<file path="config.mk">
export PLATFORM = sky130hd
export DESIGN_NAME = cpu_status_responder
export DESIGN_NICKNAME = d
export VERILOG_FILES = /design/src/rtl/cpu_ctrl_pkg.sv /design/src/rtl/cpu_instr_fifo.sv /design/src/rtl/cpu_status_responder.sv
export SDC_FILE = /design/constraint.sdc
export NUM_CORES = 1
export LEC_CHECK = 0
export CAP_MARGIN = 20
export CORE_UTILIZATION = 35
export CTS_CLUSTER_SIZE = 8
export DETAILED_ROUTE_END_ITERATION = 8
export SLEW_MARGIN = 10
export SYNTH_ARGS = -nofsm -noshare
export SYNTH_HDL_FRONTEND = slang
export SYNTH_SLANG_ARGS = --single-unit
</file>
<file path="constraint.sdc">
create_clock -name clk -period 3.5 [get_ports clk]
set_input_delay 0.7 -clock clk [delete_from_list [all_inputs] [get_ports clk]]
set_output_delay 0.7 -clock clk [all_outputs]
set_load 0.05 [all_outputs]
</file>
<file path="src/rtl/cpu_ctrl_pkg.sv">
// Shared constants for the CPU controller / datapath pair: control-word bit
// positions (y_k lives at ctrl[k-1]) and condition-word bit positions (x_k at cond[k-1]).
package cpu_ctrl_pkg;

  localparam int CTRL_W = 29;
  localparam int COND_W = 14;

  localparam int Y_CLR     = 0;
  localparam int Y_SET     = 1;
  localparam int Y_FETCH_A = 2;
  localparam int Y_FETCH_B = 3;
  localparam int Y_ADD     = 8;
  localparam int Y_SUB     = 9;
  localparam int Y_TOGGLE  = 10;
  localparam int Y_ALU_A   = 11;
  localparam int Y_ALU_B   = 13;
  localparam int Y_END     = 18;
  localparam int Y_ST_A    = 26;
  localparam int Y_ST_B    = 27;

  localparam int C_MODE   = 0;
  localparam int C_IRV    = 1;
  localparam int C_IR_LSB = 2;
  localparam int C_Z      = 10;
  localparam int C_C      = 11;
  localparam int C_N      = 12;
  localparam int C_V      = 13;

endpackage

</file>
<file path="src/rtl/cpu_instr_fifo.sv">
// Byte-wide synchronous instruction FIFO. rdata always shows the head entry,
// so a pop takes it in the same cycle. A push is taken when not full, or when full with a pop in the same cycle.
module cpu_instr_fifo #(
  parameter int DEPTH = 4
) (
  input  logic       clk,
  input  logic       rst,
  input  logic       push,
  input  logic [7:0] wdata,
  input  logic       pop,
  output logic [7:0] rdata,
  output logic       full,
  output logic       empty
);

  localparam int AW = $clog2(DEPTH);

  logic [7:0]  mem_q [DEPTH];
  logic [AW-1:0] wr_ptr_q, wr_ptr_d;
  logic [AW-1:0] rd_ptr_q, rd_ptr_d;
  logic [AW:0]   count_q, count_d;
  logic          push_en, pop_en;

  assign full    = (count_q == (AW+1)'(DEPTH));
  assign empty   = (count_q == '0);
  assign pop_en  = pop && !empty;
  assign push_en = push && (!full || pop_en);
  assign rdata   = mem_q[rd_ptr_q];

  always_comb begin
    wr_ptr_d = wr_ptr_q;
    rd_ptr_d = rd_ptr_q;
    count_d  = count_q;
    if (push_en) wr_ptr_d = wr_ptr_q + AW'(1);
    if (pop_en)  rd_ptr_d = rd_ptr_q + AW'(1);
    if (push_en && !pop_en) count_d = count_q + (AW+1)'(1);
    else if (pop_en && !push_en) count_d = count_q - (AW+1)'(1);
  end

  always_ff @(posedge clk or posedge rst) begin
    if (rst) begin
      wr_ptr_q <= '0;
      rd_ptr_q <= '0;
      count_q  <= '0;
    end else begin
      wr_ptr_q <= wr_ptr_d;
      rd_ptr_q <= rd_ptr_d;
      count_q  <= count_d;
    end
  end

  // Storage carries no reset; the pointers alone define what is valid.
  always_ff @(posedge clk) begin
    if (push_en) mem_q[wr_ptr_q] <= wdata;
  end

endmodule

</file>
<file path="src/rtl/cpu_status_responder.sv">
// Datapath side of the CPU control loop: decodes the controller's y-word and
// returns the x-word from registered IR, accumulator flags and mode state.
module cpu_status_responder
  import cpu_ctrl_pkg::*;
#(
  parameter int FIFO_DEPTH = 4,
  parameter int CNT_W      = 16
) (
  input  logic              clk,
  input  logic              rst,
  input  logic [CTRL_W-1:0] ctrl,
  input  logic              in_valid,
  input  logic [7:0]        in_data,
  output logic              in_ready,
  output logic [COND_W-1:0] cond,
  output logic [7:0]        acc_out,
  output logic              out_valid,
  output logic [CNT_W-1:0]  retired,
  output logic [CNT_W-1:0]  stalls
);

  logic fetch, end_op, alu_en, store;
  logic fifo_full, fifo_empty;
  logic [7:0] fifo_rdata;
  logic unused_ctrl;

  logic [7:0]       ir_q, ir_d, acc_q, acc_d, acc_out_q, acc_out_d;
  logic             ir_valid_q, ir_valid_d, mode_q, mode_d, out_valid_q, out_valid_d;
  logic             z_q, z_d, c_q, c_d, n_q, n_d, v_q, v_d;
  logic [CNT_W-1:0] retired_q, retired_d, stalls_q, stalls_d;
  logic [8:0]       sum, diff;

  assign fetch  = ctrl[Y_FETCH_A] && ctrl[Y_FETCH_B];
  assign end_op = ctrl[Y_END];
  assign alu_en = ctrl[Y_ALU_A] && ctrl[Y_ALU_B];
  assign store  = ctrl[Y_ST_A] && ctrl[Y_ST_B];
  assign unused_ctrl = ^ctrl;

  // Handshake: a byte is transferred on a posedge where in_valid && in_ready;
  // in_ready is registered (!full) and never depends on in_valid or ctrl.
  assign in_ready = !fifo_full;

  cpu_instr_fifo #(.DEPTH(FIFO_DEPTH)) u_fifo (
    .clk   (clk),
    .rst   (rst),
    .push  (in_valid && in_ready),
    .wdata (in_data),
    .pop   (fetch),
    .rdata (fifo_rdata),
    .full  (fifo_full),
    .empty (fifo_empty)
  );

  assign sum  = {1'b0, acc_q} + {1'b0, ir_q};
  assign diff = {1'b0, acc_q} - {1'b0, ir_q};

  always_comb begin
    ir_d        = ir_q;
    ir_valid_d  = ir_valid_q;
    acc_d       = acc_q;
    z_d         = z_q;
    c_d         = c_q;
    n_d         = n_q;
    v_d         = v_q;
    mode_d      = mode_q;
    retired_d   = retired_q;
    stalls_d    = stalls_q;
    acc_out_d   = acc_out_q;
    out_valid_d = store;

    if (store) acc_out_d = acc_q;

    if (alu_en && ctrl[Y_ADD]) begin
      acc_d = sum[7:0];
      c_d   = sum[8];
      v_d   = (acc_q[7] == ir_q[7]) && (sum[7] != acc_q[7]);
      z_d   = (sum[7:0] == 8'h00);
      n_d   = sum[7];
    end else if (alu_en && ctrl[Y_SUB]) begin
      acc_d = diff[7:0];
      c_d   = diff[8];
      v_d   = (acc_q[7] != ir_q[7]) && (diff[7] != acc_q[7]);
      z_d   = (diff[7:0] == 8'h00);
      n_d   = diff[7];
    end

    if (ctrl[Y_CLR])         mode_d = 1'b0;
    else if (ctrl[Y_SET])    mode_d = 1'b1;
    else if (ctrl[Y_TOGGLE]) mode_d = !mode_q;

    // A fetch decides ir_valid even when the instruction also ends this cycle.
    if (fetch) begin
      if (fifo_empty) begin
        ir_valid_d = 1'b0;
        stalls_d   = stalls_q + CNT_W'(1);
      end else begin
        ir_d       = fifo_rdata;
        ir_valid_d = 1'b1;
      end
    end else if (end_op) begin
      ir_valid_d = 1'b0;
    end
    if (end_op) retired_d = retired_q + CNT_W'(1);
  end

  always_ff @(posedge clk or posedge rst) begin
    if (rst) begin
      ir_q        <= '0;
      ir_valid_q  <= 1'b0;
      acc_q       <= '0;
      z_q         <= 1'b0;
      c_q         <= 1'b0;
      n_q         <= 1'b0;
      v_q         <= 1'b0;
      mode_q      <= 1'b0;
      retired_q   <= '0;
      stalls_q    <= '0;
      acc_out_q   <= '0;
      out_valid_q <= 1'b0;
    end else begin
      ir_q        <= ir_d;
      ir_valid_q  <= ir_valid_d;
      acc_q       <= acc_d;
      z_q         <= z_d;
      c_q         <= c_d;
      n_q         <= n_d;
      v_q         <= v_d;
      mode_q      <= mode_d;
      retired_q   <= retired_d;
      stalls_q    <= stalls_d;
      acc_out_q   <= acc_out_d;
      out_valid_q <= out_valid_d;
    end
  end

  always_comb begin
    cond                       = '0;
    cond[C_MODE]               = mode_q;
    cond[C_IRV]                = ir_valid_q;
    cond[C_IR_LSB +: 8]        = ir_q;
    cond[C_Z]                  = z_q;
    cond[C_C]                  = c_q;
    cond[C_N]                  = n_q;
    cond[C_V]                  = v_q;
  end

  assign acc_out   = acc_out_q;
  assign out_valid = out_valid_q;
  assign retired   = retired_q;
  assign stalls    = stalls_q;

endmodule

</file>
; Yosys cells after proc, flatten, opt, wreduce, memory -nomap -nowiden
; Memory sizes are Yosys's and may differ from the RTL's. A register that Yosys moved wholly into a read port is not among the register bits.
; Cells that the tools add are included.
[totals]
ramBits = 32
n_memories = 1
out_inout_bits = 56
regBits = 62
[mem_list]
columns = memory, words, word_bits, rd, rd_clocked_by_memory_dff, wr, line_no
row1 = u_fifo.mem_q, 4, 8, 1, 1, 1, cpu_instr_fifo.sv:18  ; logic [7:0] mem_q [DEPTH];
[op_classes]
n_mux = 20
n_bitwise = 1
eq_ne = 5
n_addsub = 8
reduce_logical = 27
[op_table]
columns = op, count
row1 = adder 16 x 1 -> 16 bit (second input constant), 2
row2 = logical NOT 8 bit, 2
row3 = two-way mux 1 bit, 16
row4 = two-way mux 8 bit, 2
row5 = logical AND 1 bit, 12
row6 = adder 8 x 8 -> 9 bit, 1
row7 = subtractor 8 x 8 -> 9 bit, 1
row8 = two-way mux 3 bit, 2
row9 = nonzero test 2 bit, 3
row10 = logical NOT 1 bit, 5
row11 = adder 2 x 1 -> 2 bit (second input constant), 2
row12 = AND reduction 2 bit, 2
row13 = adder 3 x 1 -> 3 bit (second input constant), 1
row14 = == test 3 bit (second input constant), 1
row15 = logical NOT 3 bit, 1
row16 = inequality test 1 bit, 3
row17 = nonzero test 3 bit, 1
row18 = subtractor 3 x 1 -> 3 bit (second input constant), 1
row19 = == test 1 bit, 1
row20 = logical OR 1 bit, 1
row21 = inverter 1 bit, 1

; Logic depth before layout (Yosys ltp)
; Gate-level depths: netlist of run 1.
[logic_depth]
ltp_word = 9
depth_mapped = 10

; Cells and area by module
; A second synthesis of run 1 with hierarchy kept.
[unflattened]
cells_unflattened = 428
hier_area_um2 = 5149.9
[by_module_without_submodules]
columns = module, instances, area_each_um2, cells_per_inst
row1 = cpu_status_responder, 1, 3554.7, 350
row2 = cpu_instr_fifo, 1, 1595.3, 78

; Worst setup path after synthesis of run 1
; Ideal clock, no wire load.
[synth_timing]
path_kind = register to register
start = reg ir_q[2] (read register of u_fifo.mem_q)
end = reg z_q
t_arrival_ns = 2.200
setup_time_ns = 0.087
stages_incl_launch_ff = 10
required_time_ns = 3.413
setup_slack_ns = 1.213
n_path_buf = 1
cell_sequence = dfrtp_1 -> inv_1 -> ha_1 -> buf_2 -> nand2b_4 -> a2111oi_4 -> nor3_1 -> nor3_1 -> nand4_1 -> o211ai_1
[synth_between]
elab_chain_len = 4
[synth_rtl]
columns = element, line_no
row1 = from (decl), cpu_status_responder.sv:27  ; logic [7:0] ir_q, ir_d, acc_q, acc_d, acc_out_q, acc_out_d;
row2 = subtractor 8 x 8 -> 9 bit, cpu_status_responder.sv:55  ; assign diff = {1'b0, acc_q} - {1'b0, ir_q};
row3 = logical NOT 8 bit, cpu_status_responder.sv:83  ; z_d = (diff[7:0] == 8'h00);
row4 = two-way mux 1 bit, cpu_status_responder.sv:79  ; end else if (alu_en && ctrl[Y_SUB]) begin
row5 = two-way mux 1 bit (*), cpu_status_responder.sv:73  ; if (alu_en && ctrl[Y_ADD]) begin
row6 = to (signal assigned), cpu_status_responder.sv:124  ; z_q <= z_d;
row7 = to (decl), cpu_status_responder.sv:29  ; logic z_q, z_d, c_q, c_d, n_q, n_d, v_q, v_d;
; Every way passes the cells marked *; elsewhere a longest branch is shown, timed or not. The select of a mux whose other input is x is not followed.
; A chain may end at the register's enable or synchronous reset.

; Final worst setup path of run 1
[layout_timing]
start = reg u_fifo.count_q[0]
end = out in_ready
[layout_between]
elab_chain_len = 2
[layout_rtl]
columns = element, line_no
row1 = from (decl), cpu_instr_fifo.sv:21  ; logic [AW:0] count_q, count_d;
row2 = from (signal assigned), cpu_instr_fifo.sv:48  ; count_q <= count_d;
row3 = == test 3 bit, cpu_instr_fifo.sv:24  ; assign full = (count_q == (AW+1)'(DEPTH));
row4 = logical NOT 1 bit, cpu_status_responder.sv:41  ; assign in_ready = !fifo_full;
row5 = to (decl), cpu_status_responder.sv:14  ; output logic in_ready,
; No other way between the ends.

==> results of run 1 <==
-- cell usage after synthesis, drive strengths merged, types with 8 or more instances --
cell type	number	share of area (%)
dfrtp	69	34
edfxtp	32	19
nand2	32	2.4
xnor2	31	5.4
inv	24	1.8
ha	23	5.7
nor2	21	1.6
xor2	19	3.3
mux2	18	4.0
o21ai	15	1.5
buf	13	1.6
nor3	13	1.3
nand3	12	1.2
nand4	12	1.6
and3	10	1.2
a21oi	8	0.80
mux4	8	3.6
-- sequential cells by signal, indices dropped and copies added, names as in the netlist, 2 cells and up --
signal and cells:
ir_q 8, u_fifo.wr_ptr_q 2, u_fifo.mem_q 32, u_fifo.rd_ptr_q 2, u_fifo.count_q 3, stalls 16
acc_out 8, retired 16, acc_q 8
-- power by group through the flow --
stage | clock (mW) | sequential [mW] | combinational (mW)
5_1_grt | 1.08 | 1.96 | 3.22
6_report | 0.996 | 1.89 | 2.95
2_1_floorplan | 0 | 2.30 | 1.79
4_1_cts | 1.03 | 1.91 | 2.96
3_5_place_dp | 0 | 1.93 | 2.94
3_3_place_gp | 0 | 1.91 | 2.89
-- worst max-delay path, delay by kind of cell (launching register included) --
| kind | cells | cell delay [ps] |
|---|---|---|
| buffers and inverters | 1 | 830 |
| DFF | 1 | 460 |
| and+or+nand+nor | 2 | 230 |
-- cells by family after synthesis --
logic type | Yosys count | synth area share, %
buf+inv | 39 | 3.573
xor+xnor | 50 | 8.746
compound gates | 47 | 6.422
mux | 30 | 8.446
simple gates | 117 | 12.19
fa+ha+maj | 26 | 6.947
flops | 101 | 53.67
-- final cells by class --
cell class / count / area (µm²) / area share (%)
repair buffers: 82 / 810.8 / 12.97
multi-input cells: 270 / 2141 / 34.23
well taps: 180 / 225.2 / 3.601
clock inverters: 7 / 73.82 / 1.180
flip-flops and latches: 101 / 2688 / 42.98
inverters: 24 / 90.09 / 1.441
clock buffers: 9 / 225.2 / 3.601
-- layer usage --
metal  track usage (%)  up-vias  share of wire [%]
met3             2.996        9                3.6
met4             6.327        0                1.3
met2             23.44       57                 48
li1                  -     1601                  -
met1             20.18     1593                 47
met5                 0        -                  0
-- worst max path at each step --
stage                            startpoint           endpoint  slack, ps
after CTS                 u_fifo.count_q[0]           in_ready        890
after global routing      u_fifo.count_q[0]           in_ready        830
after detailed placement           in_valid  u_fifo.count_q[2]        870
after floorplan                         rst         acc_out[0]       1060
after global placement             in_valid  u_fifo.count_q[2]        910
final                     u_fifo.count_q[0]           in_ready        930
-- per-stage QoR --
step           hold slack (ps)  std cells
2_1_floorplan            466.8        410
5_1_grt                  512.6        673
3_5_place_dp             469.8        657
4_1_cts                  479.0        673
3_3_place_gp             457.7        657
6_report                 473.1        673
==> run_results.csv, run 1 <==
group,metric,value,unit
clock_network,clk_transition_reported_paths,70,ps
route,first_pass_iters,4,
power_and_ir_drop,leakagePower,2.600,nW
layout,antennaDiodeCount,0,
yosys,synth_enable_flop_cells,32,
place,numPortBuffers,78,
yosys,syn-mean-instance-area,12.21,µm²
layout,fillCellCount,1266,
layout,layout.cells.most_common,"clkdlybuf4s50_1",
setup_path,critical_path.reg2reg.endpoint,"z_q",
run,cap_violations,0,
sta,timing.final.hold_violations,0,
clock_network,number_of_clock_sinks,101,
floorplan,initial_core_util,35.93,%
sta,final-max-slew-violation-count,0,
sta,worst_slack,930.3,ps
global_routing,pin_count_of_the_biggest_net_entering_global_routing,51,
yosys,post_synth_num_cell_types,48,
clock_network,clock-root-buffer,"clkbuf_16",
setup_path,critical_path.max_fanout,6,
outcome,run_status,"completed",
setup_path,r2r.worst_path.cells,8,
clock_network,clockBufferDepth,2,
sta,maxClockFrequency,389.1,MHz
setup_path,critical_path_required,2800,ps
sta,post-route-period-util,73.42,%
floorplan,fp.dieH,121.6,µm
yosys,synth_fp_nets,476,
yosys,yosys_most_used_dff,"dfrtp_1",
setup_path,timing.critical_path.slowest_stage_cell,"clkdlybuf4s50_1",
route,drc_violation_total_after_the_first_tritonroute_iteration,166,
layout,mostFrequentLayoutCells,"clkdlybuf4s50_1 (78), dfrtp_1 (69), nand2_1 (32), edfxtp_1 (32), xnor2_1 (31)",
sta,setup_viol,0,
place,finalWeightedCongestion,0.8212,
yosys,syn_inst,410,
power_and_ir_drop,switching_component_of_the_power,2.525,mW
yosys,synthArstFlopShare,68.32,%
setup_path,critPathMaxStageDelay,830,ps
place,pre_cts_ws,869.8,ps
setup_path,worst-r2r-setup-slack,1130,ps
global_routing,grt_pass1_vias,3283,
global_routing,grt_pass1_wl,16790,µm
clock_network,cts_inserted_buffers,9,
power_and_ir_drop,power_frac_clock,17.1,%
yosys,ys_seq_area_share,53.67,%
sta,finalCriticalPeriod,2570,ps
power_and_ir_drop,cellInternalPower,3.310,mW
sta,setup_total_negative_slack,0,ps
layout,area_growth,24.89,%
clock_network,insertion_delay,350,ps
floorplan,i_o_pin_count,96,
min_path,hold_path_startpoint,"retired[15]",
sta,grt_setup_unrepaired,"no",
power_and_ir_drop,p_total,5.835,mW
power_and_ir_drop,vdd_drop_max,0.3609,mV
clock_network,cts_tree,"done",
setup_path,arrival,1870,ps
global_routing,globalRouteOverflowTotal,0,
setup_path,setup.worst_path.class,"flop to output pin",
route,vias,3260,
route,route.detailed.wl_per_inst,15.11,µm
global_routing,initial_antenna_violation_count,0,
setup_path,r2r_start,"ir_q[3]",
setup_path,start_kind,"flop",
sta,clock_skew,6.070,ps
floorplan,design.core.area,13930,µm²
min_path,min-delay-path-class,"flop to flop",
power_and_ir_drop,pwr_density_cell,933.0,nW/µm²
route,drt_drc_violations_left,0,
floorplan,floorplan.die_area,14790,µm²
place,placed_area,5954,µm²
power_and_ir_drop,seq_power_share,32.4,%
setup_path,setup.worst_path.end_class,"output pin",
route,routed_wirelength,10170,µm
layout,finish.utilization,44.88,%
route,vias_per_cell,4.844,
yosys,ys_ff_latch,101,
yosys,mappedNetlistArea,5007,µm²
sta,timing.slew.headroom,57.10,%
clock_network,cts_resized,0,
sta,worstMarginPinSlew,643.6,ps
min_path,hold-path-endpoint,"retired[15]",
place,place_hpwl,7460,µm
route,final_antenna_net_count,0,
min_path,min_path_cells,1,
power_and_ir_drop,power.combinational.fraction,50.5,%
layout,final_std_cell_area_no_fill,6254,µm²
yosys,synth.yosys.warnings,0,
floorplan,number_of_rows_in_the_core_area,43,
clock_network,h-tree-depth,3,
power_and_ir_drop,netSwitchingFraction,43.27,%
layout,drive_gt1_share,10.95,%
clock_network,cts.repair_timing.setup_buffer_count,0,
floorplan,die_w,121.6,µm
clock_network,post_cts_hold_buffer_count,0,
layout,num-nets-final,554,
setup_path,timing.critical_path.cells,"nor2_1 > nand2_1 > clkdlybuf4s50_1",
global_routing,grt_usage,14.96,%
Power figures use the tool's default switching activity.
==> inputs of run 2 (changes only) <==
==> constraint.sdc (replaced) <==
create_clock -name clk -period 2.64 [get_ports clk]
set_input_delay 0.528 -clock clk [delete_from_list [all_inputs] [get_ports clk]]
set_output_delay 0.528 -clock clk [all_outputs]
set_load 0.05 [all_outputs]
==> run 2 against run 1 <==
Net effect:
- sequential power rose by 33%
- critical path depth unchanged
- register-to-register slack got worse by 820 ps
- die area is the same
==> run_results.csv, run 2 (same netlist as run 1, synthesis figures left out) <==
group,metric,value,unit
outcome,run_status,"completed",
floorplan,i_o_pin_count,96,
floorplan,floorplan.die_area,14790,µm²
global_routing,grt_pass1_wl,16740,µm
layout,num-nets-final,555,
layout,largest_register_ffs,32,
global_routing,grt_usage,14.80,%
clock_network,cts_resized,0,
route,drc_violation_total_after_the_first_tritonroute_iteration,130,
clock_network,clock-root-buffer,"clkbuf_16",
layout,final_std_cell_area_no_fill,6245,µm²
layout,layout.cells.most_common,"clkdlybuf4s50_1",
sta,final.hold.worst_slack,470.3,ps
route,first_pass_iters,6,
sta,setup_total_negative_slack,0,ps
power_and_ir_drop,leakagePower,2.600,nW
global_routing,pin_count_of_the_biggest_net_entering_global_routing,70,
place,placedCellCount,658,
sta,grt_setup_unrepaired,"no",
place,finalWeightedCongestion,0.8213,
sta,setup_viol,0,
clock_network,clockBufferDepth,2,
setup_path,arrival,1850,ps
setup_path,setup.worst_path.class,"flop to output pin",
floorplan,fp.dieH,121.6,µm
sta,worst_slack,262.0,ps
clock_network,number_of_clock_sinks,101,
layout,max_flop_register,"u_fifo.mem_q",
global_routing,grt_pass1_vias,3316,
layout,layoutNonFillerInstCount,674,
layout,mostFrequentLayoutCells,"clkdlybuf4s50_1 (78), dfrtp_1 (69), nand2_1 (32), edfxtp_1 (32), xnor2_1 (31)",
floorplan,die_w,121.6,µm
power_and_ir_drop,switching_component_of_the_power,3.336,mW
power_and_ir_drop,power_frac_clock,16.1,%
clock_network,h-tree-depth,3,
route,vias_per_cell,4.859,
sta,timing.slew.headroom,59.36,%
setup_path,timing.critical_path.cells,"nor2_1 > nand2_1 > clkdlybuf4s50_1",
power_and_ir_drop,power.combinational.fraction,51.2,%
route,drt_drc_violations_left,0,
power_and_ir_drop,cellInternalPower,4.326,mW
floorplan,design.core.area,13930,µm²
sta,post-route-period-util,90.07,%
power_and_ir_drop,netSwitchingFraction,43.54,%
clock_network,cts.repair_timing.setup_buffer_count,0,
power_and_ir_drop,seq_power_share,32.8,%
route,final_antenna_net_count,0,
global_routing,globalRouteOverflowTotal,0,
route,routed_wirelength,10010,µm
route,vias,3275,
layout,drive_gt1_share,10.53,%
clock_network,clk_transition_reported_paths,70,ps
global_routing,initial_antenna_violation_count,0,
power_and_ir_drop,pwr_density_cell,1227,nW/µm²
setup_path,critPathMaxStageDelay,830,ps
setup_path,start_kind,"flop",
setup_path,setup.worst_path.end_class,"output pin",
clock_network,post_cts_hold_buffer_count,0,
floorplan,initial_core_util,35.93,%
place,numPortBuffers,78,
sta,final-max-slew-violation-count,0,
place,placed_area,5974,µm²
sta,timing.final.hold_violations,0,
power_and_ir_drop,vdd_drop_max,0.4903,mV
floorplan,number_of_rows_in_the_core_area,43,
clock_network,cts_inserted_buffers,9,
place,pre_cts_ws,174.2,ps
route,route.detailed.wl_per_inst,14.84,µm
sta,finalCriticalPeriod,2378,ps
clock_network,insertion_delay,350,ps
place,place_hpwl,7234,µm
clock_network,cts_tree,"done",
min_path,min-delay-path-class,"flop to flop",
layout,antennaDiodeCount,0,
sta,worstMarginPinSlew,607.0,ps
layout,fillCellCount,1280,
sta,clock_skew,6.681,ps
layout,area_growth,24.71,%
sta,maxClockFrequency,420.5,MHz
setup_path,timing.critical_path.slowest_stage_cell,"clkdlybuf4s50_1",
setup_path,critical_path_required,2110,ps
run,cap_violations,0,
setup_path,critical_path.max_fanout,6,
==> run 2: cell count changes in the layout (fill, tap and decap cells not counted) <==
cell	previous run	this run
clkinv_1	0	1
clkinvlp_4	1	0
buf_12	0	1
clkbuf_1	0	2
inv_8	0	1
inv_6	1	0
bufinv_16	1	0
clkinvlp_2	1	0
==> run 2: final cells by class <==
class	instances	area, µm²	share of cell area [%]
Sequential cell	101	2688	43.04
Multi-Input combinational cell	270	2141	34.28
Timing Repair Buffer	83	830.8	13.30
Clock buffer	11	232.7	3.727
Tap cell	180	225.2	3.606
Inverter	24	90.09	1.443
Clock inverter	5	37.54	0.6011
==> run 2: worst paths after layout <==
kind / startpoint / endpoint / slack [ps] / cells past startpoint
worst min-delay path: retired[15] / retired[15] / 470 / 1
worst max register to register: ir_q[2] / z_q / 310 / 8
max in group asynchronous: rst / stalls[13] / 1770 / 3
worst max-delay path: u_fifo.count_q[0] / in_ready / 260 / 3
min in group asynchronous: rst / z_q / 580 / 3
worst min register to register: retired[15] / retired[15] / 470 / 1
==> run 2: routing by layer <==
layer | GRT usage (%) | vias up | share of wire (%)
li1 | - | 1602 | -
met2 | 24.01 | 66 | 49
met3 | 4.448 | 15 | 4.6
met1 | 18.65 | 1592 | 45
met5 | 0 | - | 0
met4 | 5.401 | 0 | 1.6
==> run 2: metrics by stage <==
stage,power [mW],util [%]
6_report,7.661,44.81
2_1_floorplan,5.425,-
3_5_place_dp,6.476,42.88
3_3_place_gp,6.383,42.88
5_1_grt,8.224,44.81
4_1_cts,7.746,44.81
==> run 2: worst max-delay path, delay by kind of cell (launching register included) <==
| family | cells | cell delay, ps |
|---|---|---|
| buf+inv | 1 | 830 |
| flops | 1 | 450 |
| simple gates | 2 | 220 |
==> run 2: power by group through the flow <==
stage | registers (mW) | clock network (mW) | logic, mW
floorplan | 3.05 | 0 | 2.37
global placement | 2.54 | 0 | 3.85
detailed placement | 2.55 | 0 | 3.92
CTS | 2.53 | 1.28 | 3.94
global route | 2.59 | 1.33 | 4.31
finish | 2.51 | 1.23 | 3.92
==> inputs of run 3 (changes only) <==
--- a/config.mk
+++ b/config.mk
@@ -9,6 +9,7 @@
 export CORE_UTILIZATION = 35
 export CTS_CLUSTER_SIZE = 8
 export DETAILED_ROUTE_END_ITERATION = 8
+export GPL_TIMING_DRIVEN = 0
 export SLEW_MARGIN = 10
 export SYNTH_ARGS = -nofsm -noshare
 export SYNTH_HDL_FRONTEND = slang
==> run 3 against run 2 <==
Net effect:
- total power is 0.44% higher
- core utilization is 0.47 points higher
- non-clock buffer count is 11 higher
- sequential power is 3% lower
- clock power hardly changed
- via count is 0.95% higher
- register-to-register slack worse by 50 ps
- hold slack better by 1.6 ps
- sequential share of layout area is 0.44 points lower
- critical path depth stayed put
- critical path type unchanged
- largest power group unchanged
- highest routed layer unchanged
==> run_results.csv, run 3 (same netlist as run 1, synthesis figures left out) <==
group,metric,value,unit
outcome,run_status,"completed",
clock_network,clk_transition_reported_paths,70,ps
route,met3RoutedLength,387,µm
setup_path,worst-r2r-setup-slack,260,ps
sta,finalCriticalPeriod,2384,ps
route,vias,3306,
power_and_ir_drop,vdd_drop_max,0.3735,mV
floorplan,number_of_rows_in_the_core_area,43,
layout,layout.cells.most_common,"clkdlybuf4s50_1",
route,drt_drc_violations_left,0,
setup_path,start_kind,"flop",
layout,num-nets-final,566,
floorplan,design.core.area,13930,µm²
place,finalWeightedCongestion,0.8423,
min_path,min-delay-path-class,"flop to flop",
global_routing,grt_pass1_vias,3287,
layout,largest_register_ffs,32,
setup_path,arrival,1860,ps
place,place_hpwl,7400,µm
layout,antennaDiodeCount,0,
global_routing,initial_antenna_violation_count,0,
global_routing,globalRouteOverflowTotal,0,
clock_network,insertion_delay,350,ps
clock_network,clockBufferDepth,2,
layout,fillCellCount,1243,
layout,drive_gt1_share,12.10,%
layout,area_occupied_by_multi_input_gates,2141,µm²
layout,mostFrequentLayoutCells,"clkdlybuf4s50_1 (78), dfrtp_1 (69), nand2_1 (32), edfxtp_1 (32), xnor2_1 (31)",
route,routed_wirelength,10150,µm
layout,max_flop_register,"u_fifo.mem_q",
sta,setup_total_negative_slack,0,ps
setup_path,timing.critical_path.slowest_stage_cell,"clkdlybuf4s50_1",
route,first_pass_iters,4,
sta,worst_slack,255.5,ps
sta,timing.slew.headroom,62.77,%
global_routing,grt_usage,14.87,%
floorplan,i_o_pin_count,96,
sta,maxClockFrequency,419.4,MHz
sta,clock_skew,6.354,ps
setup_path,critPathMaxStageDelay,840,ps
sta,timing.final.hold_violations,0,
clock_network,h-tree-depth,3,
place,numPortBuffers,78,
clock_network,clock-root-buffer,"clkbuf_16",
power_and_ir_drop,pwr_density_cell,1219,nW/µm²
setup_path,critical_path.max_fanout,6,
clock_network,number_of_clock_sinks,101,
layout,finish.utilization,45.28,%
route,drt-met1-wl,4654,µm
floorplan,fp.dieH,121.6,µm
setup_path,timing.critical_path.cells,"nor2_1 > nand2_1 > clkdlybuf4s50_1",
floorplan,initial_core_util,35.93,%
sta,setup_viol,0,
route,final_antenna_net_count,0,
layout,area_growth,26.01,%
route,drc_violation_total_after_the_first_tritonroute_iteration,128,
sta,grt_setup_unrepaired,"no",
layout,seqCellArea,2688,µm²
floorplan,floorplan.die_area,14790,µm²
route,vias_per_cell,4.833,
route,detailroute.wirelength.met2,4929,µm
sta,final-max-slew-violation-count,0,
place,pre_cts_ws,86.75,ps
floorplan,die_w,121.6,µm
setup_path,setup.worst_path.end_class,"output pin",
clock_network,post_cts_hold_buffer_count,0,
clock_network,cts_tree,"done",
run,cap_violations,0,
global_routing,pin_count_of_the_biggest_net_entering_global_routing,49,
power_and_ir_drop,p_total,7.695,mW
route,route.detailed.wl_per_inst,14.83,µm
route,top_layer_used,"met4",
power_and_ir_drop,leakagePower,2.633,nW
setup_path,setup.worst_path.class,"flop to output pin",
setup_path,critical_path_required,2110,ps
global_routing,grt_pass1_wl,16760,µm
sta,post-route-period-util,90.32,%
sta,worstMarginPinSlew,544.4,ps
clock_network,cts_inserted_buffers,9,
run 3: final cells by class:
class                   count  area share (%)
flip-flops and latches    101           42.59
repair buffers             79           12.81
plain buffers              15           1.448
clock inverters             6          0.6147
well taps                 180           3.569
clock buffers               9           3.569
inverters                  24           1.467
multi-input cells         270           33.93
run 3: worst paths after layout:
path | from | endpoint | cells past startpoint
worst max-delay path | u_fifo.count_q[0] | in_ready | 3
worst min-delay path | stalls[15] | stalls[15] | 1
worst max register to register | u_fifo.count_q[0] | u_fifo.count_q[2] | 9
worst min register to register | stalls[15] | stalls[15] | 1
max in group asynchronous | rst | ir_q[3] | 3
min in group asynchronous | rst | out_valid | 2
run 3: metrics by stage:
stage                     std cells  instance area, µm²  hold WS [ps]
after global routing            684                6310         493.2
final                           684                6310         471.9
after global placement          668                6013         456.9
after floorplan                 410                5007         466.8
after detailed placement        669                6043         466.0
after CTS                       684                6307         477.9
run 3: critical path: cells and delay by family, from the launching register on:
| kind | cells | cell delay, ps |
|---|---|---|
| buffers and inverters | 1 | 840 |
| DFF | 1 | 450 |
| and+or+nand+nor | 2 | 220 |
run 3: timing repair:
action,CTS,global route
setup buffers,0,0
setup endpoints to repair,0,1
resized for setup,0,1
run 3: power by group:
group / internal, mW / switching (mW)
Combinational: 1.66 / 2.38
Sequential: 2.05 / 0.389
Clock: 0.631 / 0.578
run 3: layer usage:
layer	track usage [%]	vias to the layer above
met5	0	-
met4	6.713	0
met3	2.809	11
met2	23.69	65
met1	19.69	1612
li1	-	1618
